--- src/rtl/alu_issue_ctrl.sv ---
// Issue/writeback controller for the 16-bit ALU: accepts one instruction at a time,
// reads operands from an 8-entry register file, drives the ALU and writes its result back.
module alu_issue_ctrl #(
  parameter int DATA_W     = 16,
  parameter int REG_ADDR_W = 3
) (
  input  logic                  clk,
  input  logic                  rst_n,
  input  logic                  instr_valid,
  output logic                  instr_ready,
  input  logic [15:0]           instr,
  output logic [1:0]            alu_func,
  output logic [DATA_W-1:0]     alu_srcdata_1,
  output logic [DATA_W-1:0]     alu_srcdata_2,
  input  logic [DATA_W-1:0]     alu_result,
  output logic                  done,
  output logic [REG_ADDR_W-1:0] done_rd,
  output logic [DATA_W-1:0]     done_data,
  input  logic [REG_ADDR_W-1:0] dbg_rd_addr,
  output logic [DATA_W-1:0]     dbg_rd_data
);

  localparam int NREG = 2 ** REG_ADDR_W;

  typedef enum logic [1:0] {
    S_IDLE,
    S_DECODE,
    S_EXEC,
    S_WB
  } state_t;

  state_t                state_q, state_d;
  logic                  live_q;
  logic [15:0]           instr_q, instr_d;
  logic [1:0]            func_q, func_d;
  logic [DATA_W-1:0]     src1_q, src1_d;
  logic [DATA_W-1:0]     src2_q, src2_d;
  logic [DATA_W-1:0]     result_q, result_d;
  logic [DATA_W-1:0]     rf_q [NREG];

  logic                  is_li;
  logic [REG_ADDR_W-1:0] rd_w, rs1_w, rs2_w;
  logic [DATA_W-1:0]     rs1_data, rs2_data, imm_sext;
  logic                  accept;
  logic                  wb_en;

  function automatic logic [DATA_W-1:0] rf_read(input logic [REG_ADDR_W-1:0] a);
    // R0 reads as zero regardless of storage contents.
    if (a == '0) rf_read = '0;
    else         rf_read = rf_q[a];
  endfunction

  assign is_li    = instr_q[15];
  assign rd_w     = is_li ? instr_q[14:12] : instr_q[12:10];
  assign rs1_w    = instr_q[9:7];
  assign rs2_w    = instr_q[6:4];
  assign imm_sext = {{(DATA_W-12){instr_q[11]}}, instr_q[11:0]};
  assign rs1_data = rf_read(rs1_w);
  assign rs2_data = rf_read(rs2_w);

  // live_q holds ready low until the first clock edge after reset release.
  assign instr_ready   = live_q && (state_q == S_IDLE);
  assign accept        = instr_valid && instr_ready;
  assign done          = (state_q == S_WB);
  assign done_rd       = done ? rd_w : '0;
  assign done_data     = done ? result_q : '0;
  assign wb_en         = done && (rd_w != '0);
  assign alu_func      = func_q;
  assign alu_srcdata_1 = src1_q;
  assign alu_srcdata_2 = src2_q;
  assign dbg_rd_data   = rf_read(dbg_rd_addr);

  always_comb begin
    state_d  = state_q;
    instr_d  = instr_q;
    func_d   = func_q;
    src1_d   = src1_q;
    src2_d   = src2_q;
    result_d = result_q;
    unique case (state_q)
      S_IDLE: begin
        if (accept) begin
          instr_d = instr;
          state_d = S_DECODE;
        end
      end
      S_DECODE: begin
        if (is_li) begin
          result_d = imm_sext;
          state_d  = S_WB;
        end else begin
          func_d  = instr_q[14:13];
          src1_d  = rs1_data;
          src2_d  = rs2_data;
          state_d = S_EXEC;
        end
      end
      S_EXEC: begin
        result_d = alu_result;
        state_d  = S_WB;
      end
      S_WB: begin
        state_d = S_IDLE;
      end
      default: state_d = S_IDLE;
    endcase
  end

  always_ff @(posedge clk or negedge rst_n) begin
    if (!rst_n) begin
      state_q  <= S_IDLE;
      live_q   <= 1'b0;
      instr_q  <= '0;
      func_q   <= '0;
      src1_q   <= '0;
      src2_q   <= '0;
      result_q <= '0;
      for (int i = 0; i < NREG; i++) rf_q[i] <= '0;
    end else begin
      state_q  <= state_d;
      live_q   <= 1'b1;
      instr_q  <= instr_d;
      func_q   <= func_d;
      src1_q   <= src1_d;
      src2_q   <= src2_d;
      result_q <= result_d;
      if (wb_en) rf_q[rd_w] <= result_q;
    end
  end

endmodule

--- config.mk ---
export PLATFORM = sky130hd
export DESIGN_NAME = alu_issue_ctrl
export DESIGN_NICKNAME = d
export VERILOG_FILES = /design/src/rtl/alu_issue_ctrl.sv
export SDC_FILE = /design/constraint.sdc
export NUM_CORES = 1
export LEC_CHECK = 0
export CORE_UTILIZATION = 40
export DETAILED_ROUTE_END_ITERATION = 10
export HOLD_SLACK_MARGIN = 0.1
export PLACE_DENSITY = 0.64
export REMOVE_ABC_BUFFERS = 1
export SKIP_LAST_GASP = 1
export SYNTH_ARGS = -nofsm -noshare
export SYNTH_HDL_FRONTEND = slang
export SYNTH_SLANG_ARGS = --single-unit
--- constraint.sdc ---
create_clock -name clk -period 2.91 [get_ports clk]
set_input_delay 0.4365 -clock clk [delete_from_list [all_inputs] [get_ports clk]]
set_output_delay 0.4365 -clock clk [all_outputs]
set_load 0.1 [all_outputs]
; After elaboration in Yosys (flattened, before gate mapping)
; Index checks and enable logic that the tools add are counted.
[word_totals]
register_bits = 197
latch_bits = 0
ramBits = 0
mem_bits_ro = 0
inputBits = 38
out_inout_bits = 71
memories = 0
[op_classes]
n_addsub = 0
n_mul = 0
div_mod_pow = 0
magnitude_cmp = 5
eq_ne = 5
shift = 0
n_mux = 23
bitwise_logic = 5
n_reduce_logical = 13
[ops]
columns = op, count
row1 = two-way mux 16 bit, 12
row2 = binary-select mux 16 bit (select 3 bit), 3
row3 = bitwise mux 128 bit, 1
row4 = demux 16 bit (select 3 bit), 1
row5 = one-hot mux 16 bit (2 select lines), 1
row6 = >= comparator 4 bit (second input constant), 4
row7 = NOT 3 -> 4 bit, 4
row8 = zero test 3 bit, 3
row9 = one-hot mux 2 bit (4 select lines), 1
row10 = two-way mux 3 bit, 2
row11 = AND reduction 2 bit, 3
row12 = equality test 2 bit (second input constant), 2
row13 = logical AND 1 bit, 4
row14 = less-than comparator 4 x 1 -> 1 bit (second input constant), 1
row15 = inequality test 2 bit (second input constant), 2
row16 = nonzero test 3 bit, 1
row17 = equality test 2 x 1 -> 1 bit (second input constant), 1
row18 = zero test 2 bit, 1
row19 = two-way mux 2 bit, 1
row20 = nonzero test 2 bit, 1
row21 = two-way mux 1 bit, 1
row22 = NOT 1 bit, 1

; Depth between registers and ports, before layout
; Gate-level depths: netlist of the first run.
[depth]
word_depth = 7
depth_mapped = 8

; Worst setup path before layout of the first run
; No wires, ideal clock.
[synth_timing]
path_type = register to output
from = reg state_q[1]
to = out done_rd[0]
arrival_ns = 3.694
required_ns = 2.474
setup_slack_ns = -1.220
path_stages_with_launch = 4
path_buffers = 1
path_cell_list = dfrtp_1 ha_1 clkbuf_1 a21boi_0
[synth_between]
elab_chain_cells = 2
[synth_lines]
columns = item, line
row1 = from (decl), 32  ; state_t state_q, state_d;
row2 = from (signal assigned), 120  ; state_q <= state_d;
row3 = equality test 2 bit, 64  ; assign done = (state_q == S_WB);
row4 = named net done, 16  ; output logic done,
row5 = two-way mux 3 bit, 65  ; assign done_rd = done ? rd_w : '0;
row6 = to (decl), 17  ; output logic [REG_ADDR_W-1:0] done_rd,
; The timed path passes the listed nets, and every way through them passes these cells.

; Worst setup path in the final report of the first run
[layout_timing]
from = in dbg_rd_addr[1]
to = out dbg_rd_data[0]
[layout_between]
elab_chain_cells = 5
elab_cells_between_ends = 6
[layout_lines]
columns = item, line
row1 = from (decl), 19  ; input logic [REG_ADDR_W-1:0] dbg_rd_addr,
row2 = NOT 3 -> 4 bit (not written as such), 50  ; else rf_read = rf_q[a];
row3 = binary-select mux 16 bit (select 3 bit), 50
row4 = two-way mux 16 bit (not written as such) (2 in a row), 50
row5 = two-way mux 16 bit *, 49  ; if (a == '0) rf_read = '0;
row6 = to (decl), 20  ; output logic [DATA_W-1:0] dbg_rd_data
; Every way passes the cells marked *; elsewhere a longest branch is shown, timed or not. The select of a mux whose other input is x is not followed.

==> results of run 1 <==
[synthesized netlist by cell type (2+ instances only)]
library cell and instances:
buf_1 3, ha_1 5, dfrtp_1 181, mux2_2 178, a22oi_1 15, a21boi_0 3, nand3_2 2, nor3b_1 2
buf_4 2, o21ai_0 31, nor2b_1 8, mux4_2 16, nand2b_1 4, inv_1 2, nor2_1 34, nand2_2 5
a21oi_1 39, buf_2 30, mux2i_1 76, and2_1 20, nand2_1 40, clkbuf_1 32, a221oi_1 62, a22o_1 2
[worst paths after layout]
path / to / slack [ns] / cells after the start
min reg2reg: instr_q[0]$_DFFE_PN0P_ / 0.51 / 1
max in group asynchronous: alu_srcdata_2[7]$_DFFE_PN0P_ / 1.53 / 3
min: instr_q[0]$_DFFE_PN0P_ / 0.51 / 1
max: dbg_rd_data[0] / 0.26 / 6
min in group asynchronous: alu_srcdata_1[8]$_DFFE_PN0P_ / 0.58 / 2
max reg2reg: alu_srcdata_2[8]$_DFFE_PN0P_ / 0.73 / 7
[metal layers]
layer | global-route usage | vias to the layer above
met5 | 0 | -
met4 | 0.0652 | 0
met3 | 0.0394 | 36
met2 | 0.374 | 279
met1 | 0.326 | 3640
li1 | - | 3217
[logic make-up after synthesis]
kind of cell	Yosys count	share of synthesized area
AO/OA/AOI/OAI	158	0.113
buffers and inverters	70	0.0324
other	1	0.000386
AND/OR/NAND/NOR	118	0.0601
adder cells (fa/ha/maj)	5	0.00644
flip-flops	181	0.466
multiplexers	270	0.322
[state kept, by name, indices dropped and copies added (netlist names)]
| signal | flops |
|---|---|
| alu_srcdata_2 | 16 |
| alu_srcdata_1 | 16 |
| alu_func | 2 |
| rf_q | 112 |
| live_q | 1 |
| state_q | 2 |
| instr_q | 16 |
| result_q | 16 |
[layout make-up]
class / count / area share
Inverter: 2 / 0.000615
Tap cell: 319 / 0.0327
Sequential cell: 181 / 0.371
Clock inverter: 9 / 0.0123
Multi-Input combinational cell: 552 / 0.400
Clock buffer: 23 / 0.0383
Timing Repair Buffer: 153 / 0.145
[metrics by stage]
stage | instance area (um2) | std cells
floorplan | 9410 | 735
global placement | 11600 | 1206
detailed placement | 11600 | 1206
CTS | 12200 | 1239
global route | 12200 | 1239
finish | 12200 | 1239
==> run_summary.xml, run 1 <==
<?xml version="1.0" encoding="UTF-8"?>
<metrics>
  <group name="cts">
    <metric name="clock-root-buffer" unit="">clkbuf_16</metric>
    <metric name="cts.reportedPaths.clkPinSlew" unit="ns">0.06</metric>
    <metric name="cts_tree" unit="">built</metric>
    <metric name="htreeDepth" unit="">4</metric>
    <metric name="cts_inserted_buffers" unit="">17</metric>
    <metric name="clock_sink_count" unit="">181</metric>
    <metric name="cts_hold_buffers" unit="">1</metric>
    <metric name="worstSkewPairLatency" unit="ns">0.44</metric>
    <metric name="max_root_sink_buffers" unit="">2</metric>
    <metric name="cts_setup_buffers" unit="">0</metric>
    <metric name="cells_resized_by_post_cts_repair" unit="">0</metric>
  </group>
  <group name="place">
    <metric name="placement.setup.worst_slack" unit="ns">0.303</metric>
    <metric name="port_buffers" unit="">108</metric>
    <metric name="dp_hpwl" unit="mm">17.9</metric>
    <metric name="gpl.final_weighted_congestion" unit="">0.825</metric>
  </group>
  <group name="yosys">
    <metric name="synth_top_cells_by_area" unit="">dfrtp_1, mux2_2, mux2i_1, a221oi_1, mux4_2</metric>
    <metric name="yosysUniqueCellTypes" unit="">35</metric>
    <metric name="asyncSetResetFlopFracSynth" unit="">1.00</metric>
    <metric name="mappedNetlistArea" unit="mm2">0.00972</metric>
    <metric name="synth_area_per_cell" unit="um2">12.1</metric>
    <metric name="most_instantiated_flip_flop_cell_in_the_synthesis_netlist" unit="">dfrtp_1</metric>
    <metric name="synth_edf_count" unit="">0</metric>
    <metric name="synth_seq_cells" unit="">181</metric>
    <metric name="synth_sequential_area_ratio" unit="">0.466</metric>
    <metric name="synth_top_area_frac" unit="">0.466</metric>
    <metric name="synthCells" unit="">803</metric>
    <metric name="yosys_warnings" unit="">0</metric>
    <metric name="synth_top_cell_by_area" unit="">dfrtp_1</metric>
  </group>
  <group name="floorplan">
    <metric name="starting_density" unit="">0.410</metric>
    <metric name="fp.dieH" unit="um">158</metric>
    <metric name="floorplan.io_pins" unit="">109</metric>
    <metric name="die-width" unit="um">158</metric>
    <metric name="core-area" unit="mm2">0.0237</metric>
    <metric name="floorplan.rows" unit="">56</metric>
    <metric name="die_area" unit="mm2">0.0249</metric>
  </group>
  <group name="critical_path">
    <metric name="cpLargestDelayFamily" unit="">buffers and inverters</metric>
    <metric name="timing.setup.critical_path_class" unit="">in -&gt; out</metric>
    <metric name="worstPathRequired" unit="ns">2.47</metric>
    <metric name="critical_path_peak_fanout" unit="">11</metric>
    <metric name="worst_path_largest_cell_delay" unit="ns">0.57</metric>
    <metric name="worstPathArrival" unit="ns">2.21</metric>
    <metric name="reg2reg_launch_point" unit="">state_q[1]$_DFFE_PN0P_</metric>
    <metric name="worst_setup_path_start_kind" unit="">input pin</metric>
    <metric name="timing.critical_path.cells" unit="">clkdlybuf4s50_1 -&gt; buf_4 -&gt; mux2_2 -&gt; a22oi_1 -&gt; o21ai_0 -&gt; buf_12</metric>
    <metric name="cp-end-kind" unit="">output port</metric>
    <metric name="worst_setup_path_startpoint" unit="">dbg_rd_addr[1]</metric>
    <metric name="cp.buffers_inverters" unit="">3</metric>
    <metric name="slowest_stage" unit="">clkdlybuf4s50_1</metric>
  </group>
  <group name="route">
    <metric name="viasPerCell" unit="">5.79</metric>
    <metric name="firstDrtPassIters" unit="">6</metric>
    <metric name="met2_wirelength" unit="mm">13.3</metric>
    <metric name="drt-wirelength-per-cell" unit="um">22.5</metric>
    <metric name="drt_first_iter_violations" unit="">533</metric>
    <metric name="top_signal_layer_used" unit="">met4</metric>
    <metric name="routed_wl" unit="mm">27.9</metric>
    <metric name="routed-via-count" unit="">7172</metric>
    <metric name="drtAntennaViolNets" unit="">0</metric>
    <metric name="route.detailed.drc" unit="">0</metric>
    <metric name="detail_route.wirelength.met1" unit="mm">12.7</metric>
    <metric name="routed_length_on_met3" unit="mm">1.51</metric>
  </group>
  <group name="layout">
    <metric name="final.fill_count" unit="">2099</metric>
    <metric name="drive_gt1_frac" unit="">0.385</metric>
    <metric name="insertedDiodeCount" unit="">0</metric>
    <metric name="layout.core_utilization" unit="">0.515</metric>
    <metric name="multi_input_area" unit="mm2">0.00488</metric>
    <metric name="final_common_cell" unit="">dfrtp_1</metric>
    <metric name="syn_to_final_growth" unit="%">25.6</metric>
    <metric name="sequential_cell_area" unit="mm2">0.00453</metric>
    <metric name="layout_common_cells" unit="">dfrtp_1, mux2_2, mux2i_1</metric>
    <metric name="fin_nets" unit="">950</metric>
  </group>
  <group name="timing">
    <metric name="final_critical_path_setup_slack" unit="ns">0.264</metric>
    <metric name="layout_worst_path_cycle_share" unit="">0.909</metric>
    <metric name="worst_clock_skew" unit="ns">0.00805</metric>
    <metric name="finalMaxSlewViolations" unit="">0</metric>
    <metric name="max_slew_margin" unit="">0.491</metric>
    <metric name="finalWorstPathRequiredPeriod" unit="ns">2.65</metric>
    <metric name="timing.hold.ws" unit="ns">0.507</metric>
    <metric name="timing_worst_slew_pin_value" unit="ns">0.764</metric>
    <metric name="setup_viol_count_final" unit="">0</metric>
    <metric name="timing.setup.tns" unit="ns">0</metric>
    <metric name="endpoints_failing_hold" unit="">0</metric>
    <metric name="grt_setup_unrepaired" unit="">false</metric>
    <metric name="fmax" unit="MHz">378</metric>
  </group>
  <group name="hold_path">
    <metric name="hold_path_class" unit="">reg -&gt; reg</metric>
    <metric name="min_from" unit="">instr_q[0]$_DFFE_PN0P_</metric>
  </group>
  <group name="global_routing">
    <metric name="grt_pass1_wl" unit="mm">42.7</metric>
    <metric name="antenna_found_initial" unit="">0</metric>
    <metric name="grt_overflow" unit="">0</metric>
    <metric name="number_of_global_route_vias_before_repair" unit="">7108</metric>
    <metric name="grt.total_usage" unit="">0.234</metric>
    <metric name="pin_count_of_the_biggest_net_entering_global_routing" unit="">66</metric>
  </group>
  <group name="status">
    <metric name="run_status" unit="">finished, final reports clean</metric>
  </group>
  <group name="job">
    <metric name="maxCapViolations" unit="">0</metric>
  </group>
</metrics>
Power of run 1 is not shown: default switching activity piles up to over one toggle a cycle in this logic, so the estimate is an artifact.
==> inputs of run 2 (changes only) <==
- SKIP_LAST_GASP: 1 -> default
==> results of run 2 <==
Final layout, timing and power as in run 1 (identical DEF).
Power of run 2 is left out for the same reason.
==> inputs of run 3 (changes only) <==
- clock period: 2.91 -> 3.4 ns (I/O delays scaled with it)
==> run_summary.xml, run 3 (synthesized netlist as in run 1, its figures left out) <==
<?xml version="1.0" encoding="UTF-8"?>
<metrics>
  <group name="floorplan">
    <metric name="fp.dieH" unit="um">158</metric>
    <metric name="core-area" unit="mm2">0.0237</metric>
    <metric name="floorplan.rows" unit="">56</metric>
    <metric name="floorplan.io_pins" unit="">109</metric>
    <metric name="die_area" unit="mm2">0.0249</metric>
    <metric name="die-width" unit="um">158</metric>
    <metric name="starting_density" unit="">0.410</metric>
  </group>
  <group name="critical_path">
    <metric name="critical_path_peak_fanout" unit="">33</metric>
    <metric name="worst_path_largest_cell_delay" unit="ns">0.53</metric>
    <metric name="timing.critical_path.cells" unit="">clkdlybuf4s50_1 -&gt; buf_12 -&gt; mux2_2 -&gt; a22oi_1 -&gt; o21ai_0 -&gt; buf_12</metric>
    <metric name="slowest_stage" unit="">clkdlybuf4s50_1</metric>
    <metric name="reg2reg_launch_point" unit="">instr_q[15]$_DFFE_PN0P_</metric>
    <metric name="cpLargestDelayFamily" unit="">buffers and inverters</metric>
    <metric name="worst_setup_path_start_kind" unit="">input pin</metric>
    <metric name="dominant_cell_type_by_count_on_the_critical_path" unit="">buf_12</metric>
    <metric name="cp-end-kind" unit="">output port</metric>
    <metric name="timing.setup.critical_path_class" unit="">in -&gt; out</metric>
    <metric name="worstPathArrival" unit="ns">2.29</metric>
    <metric name="worst_setup_path_startpoint" unit="">dbg_rd_addr[1]</metric>
    <metric name="worstPathRequired" unit="ns">2.89</metric>
    <metric name="cp.buffers_inverters" unit="">3</metric>
    <metric name="reg2reg_slack" unit="ns">0.86</metric>
  </group>
  <group name="cts">
    <metric name="max_root_sink_buffers" unit="">2</metric>
    <metric name="cells_resized_by_post_cts_repair" unit="">0</metric>
    <metric name="htreeDepth" unit="">4</metric>
    <metric name="worstSkewPairLatency" unit="ns">0.43</metric>
    <metric name="clock_sink_count" unit="">181</metric>
    <metric name="cts_inserted_buffers" unit="">17</metric>
    <metric name="cts.reportedPaths.clkPinSlew" unit="ns">0.06</metric>
    <metric name="cts_tree" unit="">built</metric>
    <metric name="clock-root-buffer" unit="">clkbuf_16</metric>
  </group>
  <group name="layout">
    <metric name="insertedDiodeCount" unit="">0</metric>
    <metric name="final_common_cell" unit="">dfrtp_1</metric>
    <metric name="layout.core_utilization" unit="">0.503</metric>
    <metric name="registers.top_by_ff_count" unit="">rf_q</metric>
    <metric name="design_area" unit="mm2">0.0119</metric>
    <metric name="drive_gt1_frac" unit="">0.342</metric>
    <metric name="layout_common_cells" unit="">dfrtp_1, mux2_2, mux2i_1</metric>
    <metric name="number_of_flip_flops_under_the_largest_register_name" unit="">112</metric>
    <metric name="fin_nets" unit="">940</metric>
    <metric name="syn_to_final_growth" unit="%">22.5</metric>
  </group>
  <group name="place">
    <metric name="port_buffers" unit="">108</metric>
    <metric name="dp_hpwl" unit="mm">17.9</metric>
    <metric name="gpl.final_weighted_congestion" unit="">0.792</metric>
    <metric name="place_area" unit="mm2">0.0113</metric>
    <metric name="placement.setup.worst_slack" unit="ns">0.619</metric>
  </group>
  <group name="global_routing">
    <metric name="antenna_found_initial" unit="">0</metric>
    <metric name="grt.total_usage" unit="">0.234</metric>
    <metric name="pin_count_of_the_biggest_net_entering_global_routing" unit="">80</metric>
    <metric name="grt_pass1_wl" unit="mm">42.9</metric>
    <metric name="grt_overflow" unit="">0</metric>
    <metric name="number_of_global_route_vias_before_repair" unit="">7065</metric>
  </group>
  <group name="timing">
    <metric name="layout_worst_path_cycle_share" unit="">0.824</metric>
    <metric name="fmax" unit="MHz">357</metric>
    <metric name="finalMaxSlewViolations" unit="">0</metric>
    <metric name="max_slew_margin" unit="">0.302</metric>
    <metric name="timing_worst_slew_pin_value" unit="ns">1.04</metric>
    <metric name="worst_clock_skew" unit="ns">0.00921</metric>
    <metric name="grt_setup_unrepaired" unit="">false</metric>
    <metric name="finalWorstPathRequiredPeriod" unit="ns">2.80</metric>
    <metric name="final_critical_path_setup_slack" unit="ns">0.599</metric>
    <metric name="setup_viol_count_final" unit="">0</metric>
    <metric name="timing.hold.ws" unit="ns">0.501</metric>
    <metric name="endpoints_failing_hold" unit="">0</metric>
  </group>
  <group name="route">
    <metric name="viasPerCell" unit="">5.81</metric>
    <metric name="routed_wl" unit="mm">27.6</metric>
    <metric name="drtAntennaViolNets" unit="">0</metric>
    <metric name="route.detailed.drc" unit="">0</metric>
    <metric name="firstDrtPassIters" unit="">5</metric>
    <metric name="drt-wirelength-per-cell" unit="um">22.5</metric>
    <metric name="drt_first_iter_violations" unit="">459</metric>
    <metric name="routed-via-count" unit="">7143</metric>
  </group>
  <group name="status">
    <metric name="run_status" unit="">finished, final reports clean</metric>
  </group>
  <group name="hold_path">
    <metric name="hold_path_class" unit="">reg -&gt; reg</metric>
    <metric name="min_from" unit="">alu_func[0]$_DFFE_PN0P_</metric>
  </group>
  <group name="job">
    <metric name="maxCapViolations" unit="">0</metric>
  </group>
</metrics>
## run 3: changes by cell type in the layout (fill, tap and decap cells not counted), sizes merged
| cell | delta |
|---|---|
| clkbuf | +1 |
| buf | -44 |
| bufinv | -2 |
| clkdlybuf4s50 | +34 |
| clkinvlp | +1 |
## run 3: final timing paths
path,depth (start not counted),to
min reg2reg,2,alu_func[0]$_DFFE_PN0P_
min,2,alu_func[0]$_DFFE_PN0P_
min in group asynchronous,2,alu_srcdata_1[13]$_DFFE_PN0P_
max,6,dbg_rd_data[2]
max in group asynchronous,3,rf_q[37]$_DFFE_PN0P_
max reg2reg,4,rf_q[13]$_DFFE_PN0P_
## run 3: cell type report
cell class                 instances  area, um2
inverter                           2       7.51
fill                            2123      11800
tap                              319        399
timing repair buffer             143       1500
clock inverter                     8       97.6
multi-input combinational        552       4880
sequential                       181       4530
clock buffer                      24        492
## run 3: repair_timing
| action | 4_1_cts | 5_1_grt |
|---|---|---|
| buffers inserted | 0 | 0 |
| endpoints found under the hold margin | 39 | 0 |
| hold buffers | 1 | 0 |
## run 3: worst register-to-register path: stages, from the launching register on
cell and delay, ns:
dfrtp_1 0.55, mux2i_1 0.16, nor2b_1 0.52, nand3_2 0.68, mux2_2 0.52
## run 3: metal layers
metal  vias up  part of all wire  GRT usage
met1      3637              0.45      0.325
li1       3209                 -          -
met3        41             0.064     0.0468
met2       256              0.46      0.366
met5         -                 0          0
met4         0             0.022     0.0758
## run 3: metrics by stage
step           setup TNS [ns]  cells
3_3_place_gp                0   1196
3_5_place_dp                0   1196
6_report                    0   1229
4_1_cts                     0   1229
2_1_floorplan          -60.80    735
5_1_grt                     0   1229
Power of run 3 is left out for the same reason.
